<file path="src/rtl/alu_pkg.sv">
// alu_pkg: opcode constants, byte-op select bit and sequencer state encoding shared by the ALU operand path.
// Latency: n/a (declarations only).
// Backpressure: n/a.
package alu_pkg;

  localparam logic [7:0] ADD   = 8'd0;
  localparam logic [7:0] ADD_B = 8'd1;
  localparam logic [7:0] ADDC  = 8'd2;
  localparam logic [7:0] SUB   = 8'd4;
  localparam logic [7:0] CMP   = 8'd68;
  localparam logic [7:0] CMP_B = 8'd69;
  localparam logic [7:0] XOR   = 8'd32;
  localparam logic [7:0] AND   = 8'd16;
  localparam logic [7:0] SRA   = 8'd8;
  localparam logic [7:0] RRC   = 8'd10;

  // Opcode bit that selects a byte (.b) operation.
  localparam int BYTE_BIT = 0;

  typedef enum logic [3:0] {
    S_IDLE,
    S_RD_SRC_LO,
    S_RD_SRC_HI,
    S_RD_DST_LO,
    S_RD_DST_HI,
    S_CAPT,
    S_ISSUE,
    S_WAIT_RES,
    S_WR_LO,
    S_WR_HI,
    S_DONE,
    S_ERR
  } seq_state_t;

  // Compare opcodes only set flags inside the ALU; nothing is written back.
  function automatic logic is_cmp_op(input logic [7:0] op);
    return (op == CMP) || (op == CMP_B);
  endfunction

endpackage

</file>
<file path="src/rtl/byte_word_assembler.sv">
// byte_word_assembler: builds a 16-bit word from lo/hi byte loads, or loads a whole word, and exposes one byte for write-out.
// Latency: byte/word loads visible on o_word the cycle after the load strobe; o_byte is combinational from the held word.
// Backpressure: none; the owner sequences the load strobes.
// Ports: i_ld_lo/i_ld_hi + i_byte (byte assembly), i_ld_word + i_word (whole-word load, wins over byte loads),
//        i_sel_hi picks the byte on o_byte, o_word is the held word.
module byte_word_assembler (
  input  logic        i_clk,
  input  logic        i_rst_n,
  input  logic        i_ld_lo,
  input  logic        i_ld_hi,
  input  logic [7:0]  i_byte,
  input  logic        i_ld_word,
  input  logic [15:0] i_word,
  input  logic        i_sel_hi,
  output logic [15:0] o_word,
  output logic [7:0]  o_byte
);

  logic [15:0] r_word;

  always_ff @(posedge i_clk) begin
    if (!i_rst_n) begin
      r_word <= '0;
    end else if (i_ld_word) begin
      r_word <= i_word;
    end else begin
      if (i_ld_lo) r_word[7:0]  <= i_byte;
      if (i_ld_hi) r_word[15:8] <= i_byte;
    end
  end

  assign o_word = r_word;
  assign o_byte = i_sel_hi ? r_word[15:8] : r_word[7:0];

endmodule

</file>
<file path="src/rtl/alu_operand_sequencer.sv">
// alu_operand_sequencer: fetches two little-endian 16-bit operands byte-by-byte, hands them to the ALU, writes the result back.
// Latency: word op, ALU ready at once and result 1 cycle after handshake -> done 10 cycles after start is sampled.
// Backpressure: holds alu_valid with stable operands until alu_ready; waits up to RES_TIMEOUT cycles for res_valid, then err.
// Ports: i_start/i_instr/i_src_addr/i_dst_addr request (sampled in IDLE only); o_mem_* single-port byte memory, read data
//        one cycle after o_mem_rd; o_alu_*/i_alu_ready operand handshake; i_res_* ALU result; o_busy/o_done/o_err status.
module alu_operand_sequencer
  import alu_pkg::*;
#(
  parameter int ADDR_W      = 16,
  parameter int RES_TIMEOUT = 15
) (
  input  logic              i_clk,
  input  logic              i_rst_n,
  input  logic              i_start,
  input  logic [7:0]        i_instr,
  input  logic [ADDR_W-1:0] i_src_addr,
  input  logic [ADDR_W-1:0] i_dst_addr,
  output logic [ADDR_W-1:0] o_mem_addr,
  output logic              o_mem_rd,
  input  logic [7:0]        i_mem_rdata,
  output logic              o_mem_wr,
  output logic [7:0]        o_mem_wdata,
  output logic              o_alu_valid,
  input  logic              i_alu_ready,
  output logic [7:0]        o_alu_instr,
  output logic [15:0]       o_alu_src,
  output logic [15:0]       o_alu_dst,
  input  logic              i_res_valid,
  input  logic [15:0]       i_res_data,
  output logic              o_busy,
  output logic              o_done,
  output logic              o_err
);

  localparam logic [ADDR_W-1:0] ADDR_ONE  = ADDR_W'(1);
  localparam logic [7:0]        TMO_LIMIT = 8'(RES_TIMEOUT);

  seq_state_t        r_state;
  logic [7:0]        r_instr;
  logic [ADDR_W-1:0] r_src_addr;
  logic [ADDR_W-1:0] r_dst_addr;
  logic [ADDR_W-1:0] r_mem_addr;
  logic [7:0]        r_cnt;
  logic              r_mem_rd;
  logic              r_mem_wr;
  logic              r_alu_valid;
  logic              r_busy;
  logic              r_done;
  logic              r_err;

  logic [7:0]  w_cnt_nxt;
  logic        w_res_take;
  logic [15:0] w_src_word;
  logic [15:0] w_dst_word;
  logic [7:0]  w_dst_byte;
  logic [7:0]  w_src_byte_unused;

  assign w_cnt_nxt  = r_cnt + 8'd1;
  assign w_res_take = (r_state == S_WAIT_RES) && i_res_valid;

  // Read data for the byte requested in state N arrives in state N+1, so each capture strobe trails its read by one state.
  byte_word_assembler u_src (
    .i_clk     (i_clk),
    .i_rst_n   (i_rst_n),
    .i_ld_lo   (r_state == S_RD_SRC_HI),
    .i_ld_hi   (r_state == S_RD_DST_LO),
    .i_byte    (i_mem_rdata),
    .i_ld_word (1'b0),
    .i_word    (16'h0000),
    .i_sel_hi  (1'b0),
    .o_word    (w_src_word),
    .o_byte    (w_src_byte_unused)
  );

  // The dst word is no longer needed once the result arrives, so the result overwrites it and is written out from here.
  byte_word_assembler u_dst (
    .i_clk     (i_clk),
    .i_rst_n   (i_rst_n),
    .i_ld_lo   (r_state == S_RD_DST_HI),
    .i_ld_hi   (r_state == S_CAPT),
    .i_byte    (i_mem_rdata),
    .i_ld_word (w_res_take),
    .i_word    (i_res_data),
    .i_sel_hi  (r_state == S_WR_HI),
    .o_word    (w_dst_word),
    .o_byte    (w_dst_byte)
  );

  always_ff @(posedge i_clk) begin
    if (!i_rst_n) begin
      r_state     <= S_IDLE;
      r_instr     <= '0;
      r_src_addr  <= '0;
      r_dst_addr  <= '0;
      r_mem_addr  <= '0;
      r_cnt       <= '0;
      r_mem_rd    <= 1'b0;
      r_mem_wr    <= 1'b0;
      r_alu_valid <= 1'b0;
      r_busy      <= 1'b0;
      r_done      <= 1'b0;
      r_err       <= 1'b0;
    end else begin
      // Single-cycle strobes drop by default; each transition raises those owned by its target state.
      r_mem_rd <= 1'b0;
      r_mem_wr <= 1'b0;
      r_done   <= 1'b0;
      r_err    <= 1'b0;
      unique case (r_state)
        S_IDLE: begin
          if (i_start) begin
            r_instr    <= i_instr;
            r_src_addr <= i_src_addr;
            r_dst_addr <= i_dst_addr;
            r_busy     <= 1'b1;
            if (!i_instr[BYTE_BIT] && (i_src_addr[0] || i_dst_addr[0])) begin
              r_state <= S_ERR;
              r_err   <= 1'b1;
            end else begin
              r_state    <= S_RD_SRC_LO;
              r_mem_rd   <= 1'b1;
              r_mem_addr <= i_src_addr;
            end
          end
        end
        S_RD_SRC_LO: begin
          r_state    <= S_RD_SRC_HI;
          r_mem_rd   <= 1'b1;
          r_mem_addr <= r_src_addr + ADDR_ONE;
        end
        S_RD_SRC_HI: begin
          r_state    <= S_RD_DST_LO;
          r_mem_rd   <= 1'b1;
          r_mem_addr <= r_dst_addr;
        end
        S_RD_DST_LO: begin
          r_state    <= S_RD_DST_HI;
          r_mem_rd   <= 1'b1;
          r_mem_addr <= r_dst_addr + ADDR_ONE;
        end
        S_RD_DST_HI: r_state <= S_CAPT;
        S_CAPT: begin
          r_state     <= S_ISSUE;
          r_alu_valid <= 1'b1;
        end
        S_ISSUE: begin
          if (i_alu_ready) begin
            r_state     <= S_WAIT_RES;
            r_alu_valid <= 1'b0;
            r_cnt       <= '0;
          end
        end
        S_WAIT_RES: begin
          r_cnt <= w_cnt_nxt;
          // A result on the last allowed cycle is still taken: res_valid is tested before the limit.
          if (i_res_valid) begin
            if (is_cmp_op(r_instr)) begin
              r_state <= S_DONE;
              r_done  <= 1'b1;
            end else begin
              r_state    <= S_WR_LO;
              r_mem_wr   <= 1'b1;
              r_mem_addr <= r_dst_addr;
            end
          end else if (w_cnt_nxt == TMO_LIMIT) begin
            r_state <= S_ERR;
            r_err   <= 1'b1;
          end
        end
        S_WR_LO: begin
          // Byte ops leave the destination high byte untouched.
          if (r_instr[BYTE_BIT]) begin
            r_state <= S_DONE;
            r_done  <= 1'b1;
          end else begin
            r_state    <= S_WR_HI;
            r_mem_wr   <= 1'b1;
            r_mem_addr <= r_dst_addr + ADDR_ONE;
          end
        end
        S_WR_HI: begin
          r_state <= S_DONE;
          r_done  <= 1'b1;
        end
        S_DONE, S_ERR: begin
          r_state <= S_IDLE;
          r_busy  <= 1'b0;
        end
        default: begin
          r_state <= S_IDLE;
          r_busy  <= 1'b0;
        end
      endcase
    end
  end

  assign o_mem_addr  = r_mem_addr;
  assign o_mem_rd    = r_mem_rd;
  assign o_mem_wr    = r_mem_wr;
  assign o_mem_wdata = w_dst_byte;
  assign o_alu_valid = r_alu_valid;
  assign o_alu_instr = r_instr;
  assign o_alu_src   = w_src_word;
  assign o_alu_dst   = w_dst_word;
  assign o_busy      = r_busy;
  assign o_done      = r_done;
  assign o_err       = r_err;

endmodule
</file>
<file path="config.mk">
export PLATFORM = sky130hd
export DESIGN_NAME = alu_operand_sequencer
export DESIGN_NICKNAME = d
export VERILOG_FILES = /design/src/rtl/alu_pkg.sv /design/src/rtl/byte_word_assembler.sv /design/src/rtl/alu_operand_sequencer.sv
export SDC_FILE = /design/constraint.sdc
export NUM_CORES = 1
export LEC_CHECK = 0
export BUFFER_PORTS_ARGS = -buffer_cell sky130_fd_sc_hd__buf_4
export CORE_ASPECT_RATIO = 0.7
export CORE_MARGIN = 2
export CORE_UTILIZATION = 35
export DETAILED_ROUTE_END_ITERATION = 10
export GPL_ROUTABILITY_DRIVEN = 0
export SYNTH_ARGS = -nofsm -noshare
export SYNTH_HDL_FRONTEND = slang
export SYNTH_HIERARCHICAL = 1
export SYNTH_SLANG_ARGS = --single-unit
</file>
<file path="constraint.sdc">
create_clock -name i_clk -period 6.5 [get_ports i_clk]
set_input_delay 1.625 -clock i_clk [delete_from_list [all_inputs] [get_ports i_clk]]
set_output_delay 1.625 -clock i_clk [all_outputs]
set_load 0.02 [all_outputs]
</file>
# Word-level counts from Yosys, hierarchy flattened
# Cells that the tools add are included.
op_classes:
  n_eq_ne: 19
  mux: 40
  n_reduce_logical: 19
  n_bitwise: 1
  addsub: 3
op_table:
  columns: ["op", "count"]
  rows:
  - ["$mux W16", 6]
  - ["$pmux W16 S6", 1]
  - ["$pmux W4 S10", 1]
  - ["$add A16 B1 Y16 const B", 2]
  - ["$mux W8", 4]
  - ["$mux W4", 5]
  - ["$eq A4 B3 Y1 const B", 4]
  - ["$eq A8 B7 Y1 const B", 2]
  - ["$pmux W8 S2", 1]
  - ["$mux W1", 14]
  - ["$ne A2 B2 Y1 const B", 6]
  - ["$pmux W1 S2", 5]
  - ["$reduce_or A9 Y1", 1]
  - ["$add A8 B1 Y8 const B", 1]
  - ["$eq A4 B2 Y1 const B", 2]
  - ["$eq A4 B4 Y1 const B", 2]
  - ["$eq A8 B4 Y1 const B", 1]
  - ["$reduce_and A2 Y1", 4]
  - ["$reduce_bool A2 Y1", 4]
  - ["$reduce_and A6 Y1", 1]
  - ["$reduce_bool A6 Y1", 1]
  - ["$eq A4 B1 Y1 const B", 1]
  - ["$logic_not A4 Y1", 1]
  - ["$mux W2", 2]
  - ["8 further kinds", 10]
word_totals:
  output_inout_bits: 70
  regBits: 106
  inputBits: 69
  word_cells: 98

# Longest topological paths before layout
depth:
  depth_word: 5
  depth_mapped: 10
  ltp_nobuf: 7

# Hierarchy
# Netlist, hierarchy kept.
modules_own_cells:
  columns: ["mod", "instances", "area_per_inst_um2", "seq_area_each_um2", "cells_each"]
  rows:
  - ["alu_operand_sequencer", 1, 3996.3, 1481.4, 505]
  - ["byte_word_assembler", 2, 965.9, 320.3, 80]

# Worst setup path after synthesis
# OpenSTA, ideal clock, no wires.
synth_path:
  kind: "register to output"
  start: "register r_state[3]"
  end: "output port o_mem_wdata[0]"
  t_arrival_ps: 1455
  path_stages_with_launch: 6
  setup_slack_ps: 3420
  path_buffers: 3
  cell_sequence: "dfxtp_1 buf_2 clkbuf_1 and3_1 buf_2 mux2_2"
synth_between:
  elab_chain_cells: 2
synth_rtl:
  columns: ["element", "line", "rtl"]
  rows:
  - ["from (decl)", "alu_operand_sequencer.sv:38", "seq_state_t r_state;"]
  - ["from (signal assigned)", "alu_operand_sequencer.sv:91", "r_state <= S_IDLE;"]
  - ["from (signal assigned)", "alu_operand_sequencer.sv:117", "r_state <= S_ERR;"]
  - ["from (signal assigned)", "alu_operand_sequencer.sv:120", "r_state <= S_RD_SRC_LO;"]
  - ["$eq A4 B4 Y1", "alu_operand_sequencer.sv:84", ".i_sel_hi (r_state == S_WR_HI),"]
  - ["$mux W8", "byte_word_assembler.sv:33", "assign o_byte = i_sel_hi ? r_word[15:8] : r_word[7:0];"]
  - ["to (decl)", "alu_operand_sequencer.sv:22", "output logic [7:0] o_mem_wdata,"]
# Every way passes these cells.

# Worst setup path in the final report
layout_path:
  start: "register r_state[1]"
  end: "output port o_mem_wdata[2]"
# The elaborated chain is that of the path after synthesis.

==> impl_metrics.yaml <==
die:
  core_area_sq_um: 16300
  start_util_pct: 35.8
  die_area_sq_um: 17700
  ios: 139
  dieHeight_microns: 112
  die_w_microns: 158
  num_rows: 39
clock_tree:
  cts_hold_buf: 0
  cts_sinks: 106
  clockRootBuffer: "clkbuf_16"
  htreeDepth: 3
  cts_resized: 0
  clkTransAtPathRegs_ps: 80
  cts_tree: "done"
  clock_path_buffers: 2
  cts_buffers: 9
  postCtsSetupBuffers: 0
  worstSkewPairLatency_ps: 360
cells_and_area:
  drive_above_1_share_pct: 27.0
  num_antenna_cells: 0
  fillers: 1614
  final-instance-count-excl-fill: 1011
  fin_nets: 852
  area_growth_pct: 25.4
placed_design:
  portBuffers: 138
  post-dp-hpwl_microns: 12400
  dp_cells: 995
sta:
  setup_viol: 0
  max_freq_mhz: 256
  maxSlewHeadroom_pct: 26.5
  hold_viol_final: 0
  worst_pin_slew_ps: 1100
  fin_crit_sh_pct: 60.2
  drv_slew: 0
  skew_ps: 13.0
  setup_tns_ps: 0
  rsz0062_at_grt: "no"
  min_period_ps: 3910
route:
  post-route-drc-count: 0
  wl_per_cell_microns: 17.0
  wirelength_microns: 17200
  vias: 5353
  dr.pass1.iters: 6
  viasPerCell: 5.29
  drtIter0Drc: 396
  drtAntennaViolNets: 0
setup_path:
  criticalPathCategory: "reg -> out"
  startpoint: "r_state[1]"
  cp_data_required_time_ps: 4880
  end_kind: "output pin"
  worstPathArrival_ps: 2290
  crit_fanout: 16
  reg2reg_from: "r_state[2]"
  startpoint_type: "flop"
min_path:
  hold_class: "reg -> reg"
  min_from: "r_src_addr[15]"
logic_synthesis:
  syn_avg_cell_area_sq_um: 8.89
  syn_inst: 656
  netlist_area_sq_um: 5830
  yosys_warnings: 6
global_route:
  overflow: 0
  grt_pass1_wl_microns: 26500
  grt_max_degree: 107
  global_route.usage.total_pct: 19.2
  antenna_found_initial: 0
  grt_pass1_vias: 5030
power:
  netSwitchingPower_mw: 1.14
  p_leak_nw: 3.30
  swShare_pct: 41.4
  power_density_nw_per_um2: 378
  vdd_drop_max_uv: 199
  p_seq_share_pct: 34.7
  clock_power_share_pct: 20.4
  combPwrFrac_pct: 44.9
  p_int_mw: 1.62
status:
  status: "finished clean"
job:
  max-cap-violations: 0
state kept, by name (all words and copies together) (netlist names):
signal,cells
o_mem_addr,16
r_dst_addr,16
r_src_addr,16
u_dst/o_word,16
u_src/o_word,16
o_alu_instr,8
r_cnt,8
r_state,4
o_alu_valid,1
o_busy,1
o_done,1
o_err,1
o_mem_rd,1
o_mem_wr,1
cells in the final DEF, fill, tap and decap left out, types with 6 or more instances in the layout:
master     count
xnor2_1        6
a31oi_1        6
nand3_1       22
conb_1        21
and3_1         6
o211a_1       35
nor3_1        10
dfxtp_1      106
buf_4        143
nand2b_1      34
nand2_1      109
a21boi_0      45
a21oi_1       24
or3_1          7
mux2_2        10
mux2_4        32
clkbuf_16      9
and2_1         6
o21ai_0       30
mux2i_1       10
xor2_1         8
nor2_1        25
layer usage:
| metal | part of all wire (%) | track usage (%) | routed length, microns |
|---|---|---|---|
| met2 | 44 | 28.3 | 7640 |
| met1 | 47 | 27.6 | 8100 |
| met5 | 0 | 0 | 0 |
| met4 | 1.4 | 5.59 | 248 |
| met3 | 7.0 | 4.79 | 1200 |
final timing paths:
path,end,slack [ps],cells after the start
worst max-delay path,o_mem_wdata[2],2590,4
worst min-delay path,r_src_addr[15],480,2
worst max register to register,o_mem_addr[15],3460,7
worst min register to register,r_src_addr[15],480,2
power by group through the flow:
stage / registers [mW] / clock network (mW) / logic [mW]
detailed placement: 0.968 / 0 / 1.23
global route: 0.978 / 0.605 / 1.35
finish: 0.960 / 0.565 / 1.24
global placement: 0.960 / 0 / 1.21
CTS: 0.954 / 0.583 / 1.23
floorplan: 0.988 / 0 / 0.817
area by class of cell:
class                      instances  area (sq um)  share of cell area [%]
multi-input combinational        517          3520                    48.1
sequential                       106          2120                    29.0
timing repair buffer             143          1070                    14.7
tap                              225           282                    3.85
clock buffer                      10           239                    3.27
clock inverter                     6          63.8                   0.873
inverter                           4          15.0                   0.205
critical path, stage by stage (launching register included):
cell and delay, ps:
dfxtp_1 480, nor2_1 440, and3_1 460, mux2_2 390
buf_4 160
stage by stage:
step	hold WS (ps)	setup slack, ps	utilization (%)	cell area, sq um	total power, mW
3_5_place_dp	466	3010	43.0	7010	2.20
3_3_place_gp	458	3080	43.0	7010	2.17
2_1_floorplan	443	3420	-	5910	1.81
6_report	480	2590	44.9	7310	2.77
4_1_cts	476	2600	44.9	7310	2.77
5_1_grt	495	2450	44.9	7310	2.93
Power figures use the tool's default switching activity.
